File: src/rtl/memory_bank_pkg.sv
// memory_bank_pkg: shared types and helpers for the memory_bank slice.
// Holds the controller state encoding and the even-parity helper used when
// the bank is built with MEMORY_BANK_PARITY_EN.

package memory_bank_pkg;

   // Sweep controller states.
   typedef enum logic {
      CLEAR = 1'b0,
      READY = 1'b1
   } state_t;

   // Widest data word the parity helper accepts. Callers zero-extend their
   // data to this width. Zero-extension does not change an XOR reduction.
   localparam int PAR_MAX_W = 256;

   // Even parity: the XOR of all data bits. Storing this bit makes the XOR of
   // the data and the parity bit together come out as zero.
   function automatic logic even_parity(input logic [PAR_MAX_W-1:0] data);
      return ^data;
   endfunction

endpackage

File: src/rtl/mem_parity.sv
// mem_parity: parity generate/check for memory_bank words.
// This module is used only when the bank is built with MEMORY_BANK_PARITY_EN.
// Write side: produces the stored parity bit. The bit is inverted when
// par_inj is set, so a test can plant a corrupted word on purpose.
// Check side: flags a word whose stored parity disagrees with its data.

module mem_parity
   import memory_bank_pkg::*;
#(
   parameter int WIDTH = 8
) (
   input  logic [WIDTH-1:0] wr_data,
   input  logic             par_inj,
   output logic             wr_par,
   input  logic [WIDTH-1:0] chk_data,
   input  logic             chk_par,
   output logic             chk_err
);

   assign wr_par  = even_parity(PAR_MAX_W'(wr_data)) ^ par_inj;
   assign chk_err = even_parity(PAR_MAX_W'(chk_data)) ^ chk_par;

endmodule

File: src/rtl/memory_bank.sv
// memory_bank: a WIDTH x DEPTH memory with one write port and one read port.
// Reads are registered, with write-first forwarding when the read and write
// addresses match. A hardware sweep zeroes the whole array after reset and on
// each clr request.
// Optional feature: define MEMORY_BANK_PARITY_EN to store an even-parity bit
// per word. That build adds the par_inj and parity_err ports.
//
// state | meaning
// ------+----------------------------------------------------------------
// CLEAR | sweep writes zero to mem[cnt] once per cycle; requests are ignored
// READY | normal operation: writes, reads with forwarding, clr accepted

module memory_bank
   import memory_bank_pkg::*;
#(
   parameter  int WIDTH  = 8,
   parameter  int DEPTH  = 4,
   localparam int ADDR_W = $clog2(DEPTH)
) (
   input  logic              clk,
   input  logic              reset,
   input  logic              clr,
   input  logic              wr_en,
   input  logic [ADDR_W-1:0] wr_addr,
   input  logic [WIDTH-1:0]  wr_data,
   input  logic              rd_en,
   input  logic [ADDR_W-1:0] rd_addr,
`ifdef MEMORY_BANK_PARITY_EN
   input  logic              par_inj,
   output logic              parity_err,
`endif
   output logic [WIDTH-1:0]  rd_data,
   output logic              rd_valid,
   output logic              busy
);

`ifdef MEMORY_BANK_PARITY_EN
   localparam int WORD_W = WIDTH + 1;
`else
   localparam int WORD_W = WIDTH;
`endif

   state_t              state_q, state_d;
   logic [ADDR_W-1:0]   cnt_q, cnt_d;

   logic [WORD_W-1:0]   mem [DEPTH];

   logic                mem_we;
   logic [ADDR_W-1:0]   mem_addr;
   logic [WORD_W-1:0]   mem_wdata;
   logic                do_read;

   logic [WORD_W-1:0]   wr_word;
   logic [WORD_W-1:0]   rd_word;
   logic                fwd;

`ifdef MEMORY_BANK_PARITY_EN
   logic                wr_par;
   logic                chk_err;

   // The parity bit sits above the data bits in each stored word.
   mem_parity #(
      .WIDTH (WIDTH)
   ) u_parity (
      .wr_data  (wr_data),
      .par_inj  (par_inj),
      .wr_par   (wr_par),
      .chk_data (rd_word[WIDTH-1:0]),
      .chk_par  (rd_word[WIDTH]),
      .chk_err  (chk_err)
   );

   assign wr_word = {wr_par, wr_data};
`else
   assign wr_word = wr_data;
`endif

   // Write-first: a read at the address being written this cycle returns the
   // new word, including its parity bit, so the check covers it too.
   assign fwd     = wr_en && (wr_addr == rd_addr);
   assign rd_word = fwd ? wr_word : mem[rd_addr];

   assign busy = (state_q == CLEAR);

   // State register and sweep counter.
   always_ff @(posedge clk or posedge reset) begin
      if (reset) begin
         state_q <= CLEAR;
         cnt_q   <= '0;
      end else begin
         state_q <= state_d;
         cnt_q   <= cnt_d;
      end
   end

   // Next state, array write port selection and read strobe.
   always_comb begin
      state_d   = state_q;
      cnt_d     = cnt_q;
      mem_we    = 1'b0;
      mem_addr  = wr_addr;
      mem_wdata = wr_word;
      do_read   = 1'b0;
      unique case (state_q)
         CLEAR: begin
            // The all-zero word already carries correct even parity.
            mem_we    = 1'b1;
            mem_addr  = cnt_q;
            mem_wdata = '0;
            cnt_d     = cnt_q + ADDR_W'(1);
            if (cnt_q == ADDR_W'(DEPTH - 1)) begin
               state_d = READY;
            end
         end
         READY: begin
            // clr takes priority: any write or read in the same cycle is dropped.
            if (clr) begin
               state_d = CLEAR;
            end else begin
               mem_we  = wr_en;
               do_read = rd_en;
            end
         end
      endcase
   end

   // Array storage. It has no reset; the sweep zeroes it instead.
   always_ff @(posedge clk) begin
      if (mem_we) begin
         mem[mem_addr] <= mem_wdata;
      end
   end

   // Registered read port. rd_data holds its value when no read is issued.
   always_ff @(posedge clk or posedge reset) begin
      if (reset) begin
         rd_data  <= '0;
         rd_valid <= 1'b0;
`ifdef MEMORY_BANK_PARITY_EN
         parity_err <= 1'b0;
`endif
      end else begin
         rd_valid <= do_read;
         if (do_read) begin
            rd_data <= rd_word[WIDTH-1:0];
         end
`ifdef MEMORY_BANK_PARITY_EN
         parity_err <= do_read && chk_err;
`endif
      end
   end

endmodule

File: config.mk
export PLATFORM = sky130hd
export DESIGN_NAME = memory_bank
export DESIGN_NICKNAME = d
export VERILOG_FILES = /design/src/rtl/memory_bank_pkg.sv /design/src/rtl/mem_parity.sv /design/src/rtl/memory_bank.sv
export SDC_FILE = /design/constraint.sdc
export NUM_CORES = 1
export LEC_CHECK = 0
export CORE_ASPECT_RATIO = 1.4
export CORE_MARGIN = 4
export CORE_UTILIZATION = 50
export DETAILED_ROUTE_END_ITERATION = 8
export HOLD_SLACK_MARGIN = 0.02
export PLACE_DENSITY = 0.74
export SLEW_MARGIN = 20
export SYNTH_ARGS = -nofsm -noshare
export SYNTH_HDL_FRONTEND = slang
export SYNTH_SLANG_ARGS = --single-unit
File: constraint.sdc
create_clock -name clk -period 2.5 [get_ports clk]
set_clock_uncertainty 0.05 [all_clocks]
set_input_delay 0.625 -clock clk [delete_from_list [all_inputs] [get_ports clk]]
set_output_delay 0.625 -clock clk [all_outputs]
set_load 0.02 [all_outputs]
## Word-level counts from Yosys, hierarchy flattened

Memories as Yosys holds them, arrays and structs flattened. A register that Yosys moved wholly into a read port is not among the register bits.
Index checks and enable logic that the tools add are counted.

- $add $sub $neg: 1
- Eq/ne operators: 1
- Mux-type cells: 11
- Bitwise logic cells: 1

Operators with widths:

| operator | count |
|---|---|
| $mux W8 | 1 |
| $mux W1 | 7 |
| $pmux W1 S2 | 2 |
| $add A2 B1 Y2 const B | 1 |
| $eq A2 B2 Y1 const B | 1 |
| $mux W2 | 1 |
| $not A1 Y1 | 1 |

- Flip-flop bits (word level): 4
- Memory bits (writable): 32
- Input port bits: 17
- Output and inout port bits: 10
- Word-level logic and storage cells: 18
- Memories: 1

Memories:

| name | depth | width | read ports | clocked after memory_dff | wr ports | line | RTL |
|---|---|---|---|---|---|---|---|
| mem | 4 | 8 | 1 | 1 | 1 | memory_bank.sv:46 | `logic [WORD_W-1:0] mem [DEPTH];` |

## Logic depth before layout (Yosys ltp)

Gate-level depths: netlist of run 1.

- Depth in word-level cells: 4
- Gate-level depth with buffers: 6
- Depth with buffers taken out: 4

## Least setup slack after synthesis of run 1

No wires, ideal clock.

- Path kind: register to register
- From: reg state_q
- To: mem mem[0][0] in the netlist's numbering, enable pin
- Setup time: 370 ps
- Arrival: 1387 ps
- Data required time: 2080 ps
- Path slack: 693 ps
- Cell stages (with the launch flop): 5
- Path buffers: 2
- Period minus slack after synthesis: 1807 ps
- Cells stage by stage: dfrtp_1 > buf_6 > buf_2 > mux2_2 > nor2_1

- Longest elaborated chain between the ends: 4
- Elaborated cells between the ends (all ways): 5
- Those cells by class: 4 x mux; 1 x bitwise

Ends and longest elaborated chain:

| element | line | RTL |
|---|---|---|
| start: declaration | memory_bank.sv:43 | `state_t state_q, state_d;` |
| start signal: assignment | memory_bank.sv:91 | `state_q <= state_d;` |
| $not A1 Y1 | n/a |  |
| $pmux W1 S2 | memory_bank.sv:104 | `unique case (state_q)` |
| $mux W1 | memory_bank.sv:129 | `if (mem_we) begin` |
| $mux W1 (not written as such) | memory_bank.sv:130 | `mem[mem_addr] <= mem_wdata;` |
| end: declaration | memory_bank.sv:46 |  |

Several ways; a longest one is shown, not always the timed one.

## Worst setup path after layout of run 1

- From: reg state_q
- To: out busy

- Longest elaborated chain between the ends: 1

Ends and longest elaborated chain:

| element | line | RTL |
|---|---|---|
| $not A1 Y1 | n/a |  |
| end: declaration | memory_bank.sv:34 | `output logic busy` |

No other way between the ends.

==> results of run 1 <==
logic make-up after synthesis:
logic type	after synthesis	share of synthesized area (%)
AO/OA/AOI/OAI	20	6.185
AND/OR/NAND/NOR	37	9.601
XOR/XNOR	5	3.609
flip-flops	44	64.95
adder cells (fa/ha/maj)	1	0.6442
multiplexers	12	12.11
buffers and inverters	7	2.899
worst min-delay path by stage:
stage	end	slack [ps]	from
3_5_place_dp	rd_data[6]$_DFFE_PP0P_	500	rd_data[6]$_DFFE_PP0P_
3_3_place_gp	rd_data[5]$_DFFE_PP0P_	480	rd_data[5]$_DFFE_PP0P_
2_1_floorplan	cnt_q[0]$_DFFE_PP0N_	440	reset
6_report	rd_data[1]$_DFFE_PP0P_	510	rd_data[1]$_DFFE_PP0P_
5_1_grt	rd_data[6]$_DFFE_PP0P_	540	rd_data[6]$_DFFE_PP0P_
4_1_cts	rd_data[1]$_DFFE_PP0P_	510	rd_data[1]$_DFFE_PP0P_
power breakdown:
part / total [mW] / internal (mW) / leakage [nW] / switching (mW)
clock network: 0.418 / 0.194 / 0.0388 / 0.224
logic: 1.06 / 0.471 / 0.345 / 0.591
registers: 1.26 / 1.15 / 0.446 / 0.113
total: 2.74 / 1.81 / 0.829 / 0.929
sequential cells by signal, indices dropped and copies added (netlist names):
signal	count
rd_valid	1
rd_data	8
cnt_q	2
mem	32
state_q	1
placed cells by master, fill, tap and decap left out, drive strengths merged, types with 2 or more instances in the layout:
| master | instances |
|---|---|
| clkdlybuf4s50 | 26 |
| mux4 | 8 |
| nand2 | 2 |
| mux2 | 2 |
| a31oi | 8 |
| clkbuf | 6 |
| xnor2 | 3 |
| and2 | 8 |
| inv | 2 |
| nor2 | 16 |
| xor2 | 2 |
| o21ai | 9 |
| mux2i | 2 |
| edfxtp | 32 |
| buf | 8 |
| a21oi | 2 |
| nand3 | 8 |
| dfrtp | 12 |
worst max-delay path, cell delays in order (launching register included):
cell and delay, ps:
dfrtp_1 410, inv_4 100, clkdlybuf4s50_1 610
routing by layer:
metal	vias to the layer above	share of wire, %
li1	546	-
met1	585	39
met2	42	54
met3	5	5.7
met4	0	1.1
met5	-	0
area by class of cell:
type	count	area share [%]
flip-flops and latches	44	53.33
multi-input cells	75	26.40
repair buffers	34	14.07
clock buffers	6	3.069
well taps	42	2.222
clock inverters	2	0.4762
inverters	2	0.4233
metrics by stage:
stage | std cells | utilization [%] | cell area (µm²)
after floorplan | 126 | - | 1942
after detailed placement | 197 | 61.50 | 2281
final | 205 | 63.77 | 2365
after CTS | 205 | 63.77 | 2365
after global routing | 205 | 63.77 | 2365
after global placement | 197 | 61.50 | 2281
==> reports/results.txt, run 1 <==
Status = finished, final reports clean
GRT busiest layer = met2
Reg2reg end = rd_data[4]$_DFFE_PP0P_
Vias/cell = 5.746
Maximum root-to-sink buffer count = 2
Period minus WS final = 2082 ps
Final Hold Fails = 0
Sequential fraction of the synthesis area = 64.95%
Routed WL = 3799 µm
CTS tree = yes
Rows = 26
Detailed Route Iter0 Violations = 73
Worst Max-Slew Pin Slew = 502.0 ps
Vias in the first global route = 1,199
R2R cell count = 5
IO Count = 27
Crit path from = state_q$_DFF_PP0_
HP Class = flop to flop
Crit path launch type = flop
Max Clk Rate = 0.4803 GHz
Vias = 1,178
Synth area leaders = edfxtp_1 (49%), dfrtp_1 (15%), mux4_2 (9.3%), nor2_1 (2.9%), a31oi_1 (2.6%)
Share of layout cells above drive strength 1 = 19.02%
Setup Fix Bufs, Post-CTS = 0
Die W = 60.67 µm
RSZ-0062 raised after global routing = false
Met2 GRT Util = 29.44%
Hold buffers post-CTS = 0
GR Util met1 = 20.19%
Storage cell area = 0.001261 mm²
GPL Wtd Cong = 0.7849
Routing usage on met3 = 4.717%
Global-route wire length before repair = 5982 µm
Setup TNS = 0 ps
Area delta synth->final = 21.78%
Antenna violations before repair = 0
Mean Syn Cell Area = 15.41 µm²
EDFF count, synth = 32
Worst hold path depth = 2
Post-CTS resize count = 0
Leakage power = 0.8294 nW
Wire per inst = 18.53 µm
Nets = 180
Top_reg_cell synth = edfxtp_1
Data arrival, critical path = 1410 ps
Critical Path RT = 1820 ps
Largest net degree at the start of global routing = 18
Clock Sinks = 44
DRT Pass-1 Iters = 7
Synth unique cells = 28
Reg-to-reg setup timing slack = 690 ps
Tcrit/Tclk final = 83.27%
Post-synth ARST share = 27.27%
Post-synth top area cell = edfxtp_1
Remaining antenna violation count = 0
Worst-path clk slew = 80 ps
Yosys Warn Count = 0
Remaining Overflow, GRT = 0
H-tree levels = 2
Pwr Total = 2.740 mW
Max-cap viol count = 0
Filler cell count = 298
CP Capture Type = output port
Crit path capture = busy
Endpoints failing setup = 0
Hold_ws = 509.1 ps
PD cells = 1159 mW/mm²
Worst-path maximum fanout = 6
Core area = 0.003709 mm²
Cell Area, Synth = 0.001942 mm²
Final-report max-slew violation count = 0
Multi-input logic area = 624.3 µm²
TritonCTS buffer count = 5
# diodes = 0
Count leader, synth = edfxtp_1
Post-synth top area share = 49.48%
Clock Latency Late Sink = 290 ps
Cells after Synth = 126
Drt drc = 0
Die ar. = 0.004959 mm²
Max_slew headroom = 66.50%
Die H = 81.74 µm
R2R Path Start = state_q$_DFF_PP0_
Commonest cells in the netlist = edfxtp_1 (32), nor2_1 (15), dfrtp_1 (12)
#FFs+latches synth = 44
Final WS setup = 418.1 ps
Port buffer count = 26
Setup WS pre-CTS = 203.2 ps
Starting Density = 52.36%
Crit Path Class = flop to output port
Peak supply drop = 0.9100 mV
Root buffer cell = clkbuf_8
Syn Nets = 144
DP HPWL = 2721 µm
GRT Overall Usage = 17.09%
(Power assumes the default switching activity.)
==> inputs of run 2 (changes only) <==
==> constraint.sdc (replaced) <==
create_clock -name clk -period 2 [get_ports clk]
set_clock_uncertainty 0.05 [all_clocks]
set_input_delay 0.5 -clock clk [delete_from_list [all_inputs] [get_ports clk]]
set_output_delay 0.5 -clock clk [all_outputs]
set_load 0.02 [all_outputs]
==> run 2 against run 1 <==
Compared with the run above: wire length grew 2.7%; total power grew 29%; final cell count grew 4.9%; sequential share of layout area shrank 1.6 points; setup slack lost 250 ps.
==> reports/results.txt, run 2 (synthesis gave the netlist of run 1 again) <==
Switch Pwr = 1.181 mW (+27%)
Power share of the clock group = 14.9% (-0.3 points)
Top delay family on crit path = buffers and inverters
Crit path from = rd_data[3]$_DFFE_PP0P_
Max incr delay on CP = 620 ps (about the same)
GRT Overall Usage = 17.83% (+0.73 points)
Status = finished, final reports clean
CP bufs+invs = 1 (-1)
Data arrival, critical path = 1280 ps (-130 ps)
IO Count = 27 (unchanged)
Max Clk Rate = 0.5457 GHz
CP Capture Type = output port
Nets = 190 (+5.6%)
Biggest registers after layout = mem (32), rd_data (8), cnt_q (2)
Wire per inst = 18.14 µm (-2.1%)
Top reg by flops = mem
Peak supply drop = 1.056 mV (+16%)
Final-report max-slew violation count = 0 (unchanged)
# diodes = 0 (unchanged)
Crit path depth = 1 (-1)
GPL Wtd Cong = 0.8005 (+2.0%)
Die W = 60.67 µm (unchanged)
Pwr Total = 3.538 mW (+29%)
R2R cell count = 4 (-1)
Metal2 WL = 2273 µm (+11%)
Clock Latency Late Sink = 290 ps (about the same)
Starting Density = 52.36% (unchanged)
Commonest non-fill, non-tap cell in the layout = edfxtp_1
Global-route wire length before repair = 6210 µm (+3.8%)
Tcrit/Tclk final = 91.62%
Final Core Density = 65.82% (+2.1 points)
Slowest CP cell = clkdlybuf4s50_1
Core area = 0.003709 mm² (unchanged)
Area delta synth->final = 25.71%
Root buffer cell = clkbuf_8
Crit Path Class = flop to output port
Share of layout cells above drive strength 1 = 24.28% (+5.3 points)
Seq pwr share = 45.4% (-0.6 points)
Critical Path RT = 1450 ps (-370 ps)
Vias/cell = 5.786 (+0.69%)
Worst-path maximum fanout = 2 (-4)
Net switching share of the total power = 33.38% (-0.51 points)
Port buffer count = 26 (unchanged)
H-tree levels = 2 (unchanged)
Vias = 1,244 (+5.6%)
Vias in the first global route = 1,337 (+12%)
Die ar. = 0.004959 mm² (unchanged)
Int Pwr = 2.357 mW (+30%)
Maximum root-to-sink buffer count = 2 (unchanged)
Commonest cells after routing, fill and taps aside = edfxtp_1 (32), clkdlybuf4s50_1 (25), buf_4 (17), nor2_1 (15), dfrtp_1 (11)
Worst-path clk slew = 80 ps (about the same)
Max-cap viol count = 0 (unchanged)
Die H = 81.74 µm (unchanged)
Crit path capture = rd_data[3]
Reg2reg end = rd_data[3]$_DFFE_PP0P_
Period minus WS final = 1832 ps
Hold buffers post-CTS = 0 (unchanged)
Metal1 wirelength = 1256 µm (-16%)
RSZ-0062 raised after global routing = false
Drt drc = 0 (unchanged)
Final Hold Fails = 0 (unchanged)
Endpoints failing setup = 0 (unchanged)
Routed WL = 3900 µm (+2.7%)
DP HPWL = 2928 µm (+7.6%)
DRT Pass-1 Iters = 4 (-3)
Reg-to-reg setup timing slack = 410 ps (-280 ps)
Crit path launch type = flop
Flip-flop count of the largest register after layout = 32 (unchanged)
Rows = 26 (unchanged)
PD cells = 1449 mW/mm² (+25%)
Remaining antenna violation count = 0 (unchanged)
Metal3 WL = 290 µm (+34%)
Leakage power = 0.8801 nW (+6.1%)
R2R Path Start = state_q$_DFF_PP0_
Max Used Layer = met4
TritonCTS buffer count = 5 (unchanged)
Crit-path cells = clkdlybuf4s50_1
Hold_ws = 497.4 ps (-11.69 ps)
Antenna violations before repair = 0 (unchanged)
Setup Fix Bufs, Post-CTS = 0 (unchanged)
Worst Max-Slew Pin Slew = 522.7 ps (+20.66 ps)
Logic pwr share = 39.7% (+0.9 points)
HP Class = input port to asynchronous set/reset pin
Remaining Overflow, GRT = 0 (unchanged)
Filler cell count = 289 (-3.0%)
Clock Sinks = 44 (unchanged)
Largest net degree at the start of global routing = 18 (unchanged)
Detailed Route Iter0 Violations = 44 (-40%)
Max_slew headroom = 65.12% (-1.4 points)
CTS tree = yes
## run 2: cell type report
type / instances / area (µm²) / share of cell area, %
Timing Repair Buffer: 44 / 406.6 / 16.66
Multi-Input combinational cell: 75 / 624.3 / 25.58
Tap cell: 42 / 52.55 / 2.153
Sequential cell: 44 / 1262 / 51.72
Clock inverter: 1 / 8.758 / 0.3588
Inverter: 2 / 10.01 / 0.4100
Clock buffer: 7 / 76.32 / 3.127
## run 2: worst min-delay path by stage
stage,endpoint,start,cells after the start,slack (ps)
after detailed placement,rd_data[1]$_DFFE_PP0P_,rd_data[1]$_DFFE_PP0P_,2,500
after global routing,rd_valid$_DFF_PP0_,reset,2,520
after global placement,rd_data[2]$_DFFE_PP0P_,rd_data[2]$_DFFE_PP0P_,2,480
after CTS,rd_data[6]$_DFFE_PP0P_,reset,2,510
after floorplan,cnt_q[0]$_DFFE_PP0N_,reset,1,310
final,cnt_q[1]$_DFFE_PP0N_,reset,2,500
## run 2: metal layers
| metal | vias to the layer above | global-route usage [%] |
|---|---|---|
| met4 | 0 | 9.328 |
| li1 | 566 | - |
| met3 | 12 | 3.931 |
| met1 | 607 | 18.88 |
| met5 | - | 0 |
| met2 | 59 | 32.01 |
## run 2: power by group through the flow
stage	logic, mW	registers [mW]	clock network [mW]
floorplan	0.745	1.66	0
global placement	1.39	1.60	0
detailed placement	1.42	1.64	0
CTS	1.42	1.62	0.541
global route	1.54	1.65	0.576
finish	1.41	1.61	0.526
## run 2: through the flow
stage	instance area, µm²	TNS [ps]	instances	worst slack (ps)
after floorplan	1942	0	126	192.8
after global placement	2356	-295.9	207	-58.89
after detailed placement	2356	-629.3	207	-96.78
after CTS	2441	0	215	146.7
after global routing	2441	0	215	105.5
final	2441	0	215	167.5
## run 2: repair_timing
item | in CTS | in global routing
resized for setup | 2 | 0
endpoints found under the setup margin | 1 | 0
endpoints found under the hold margin | 0 | 0
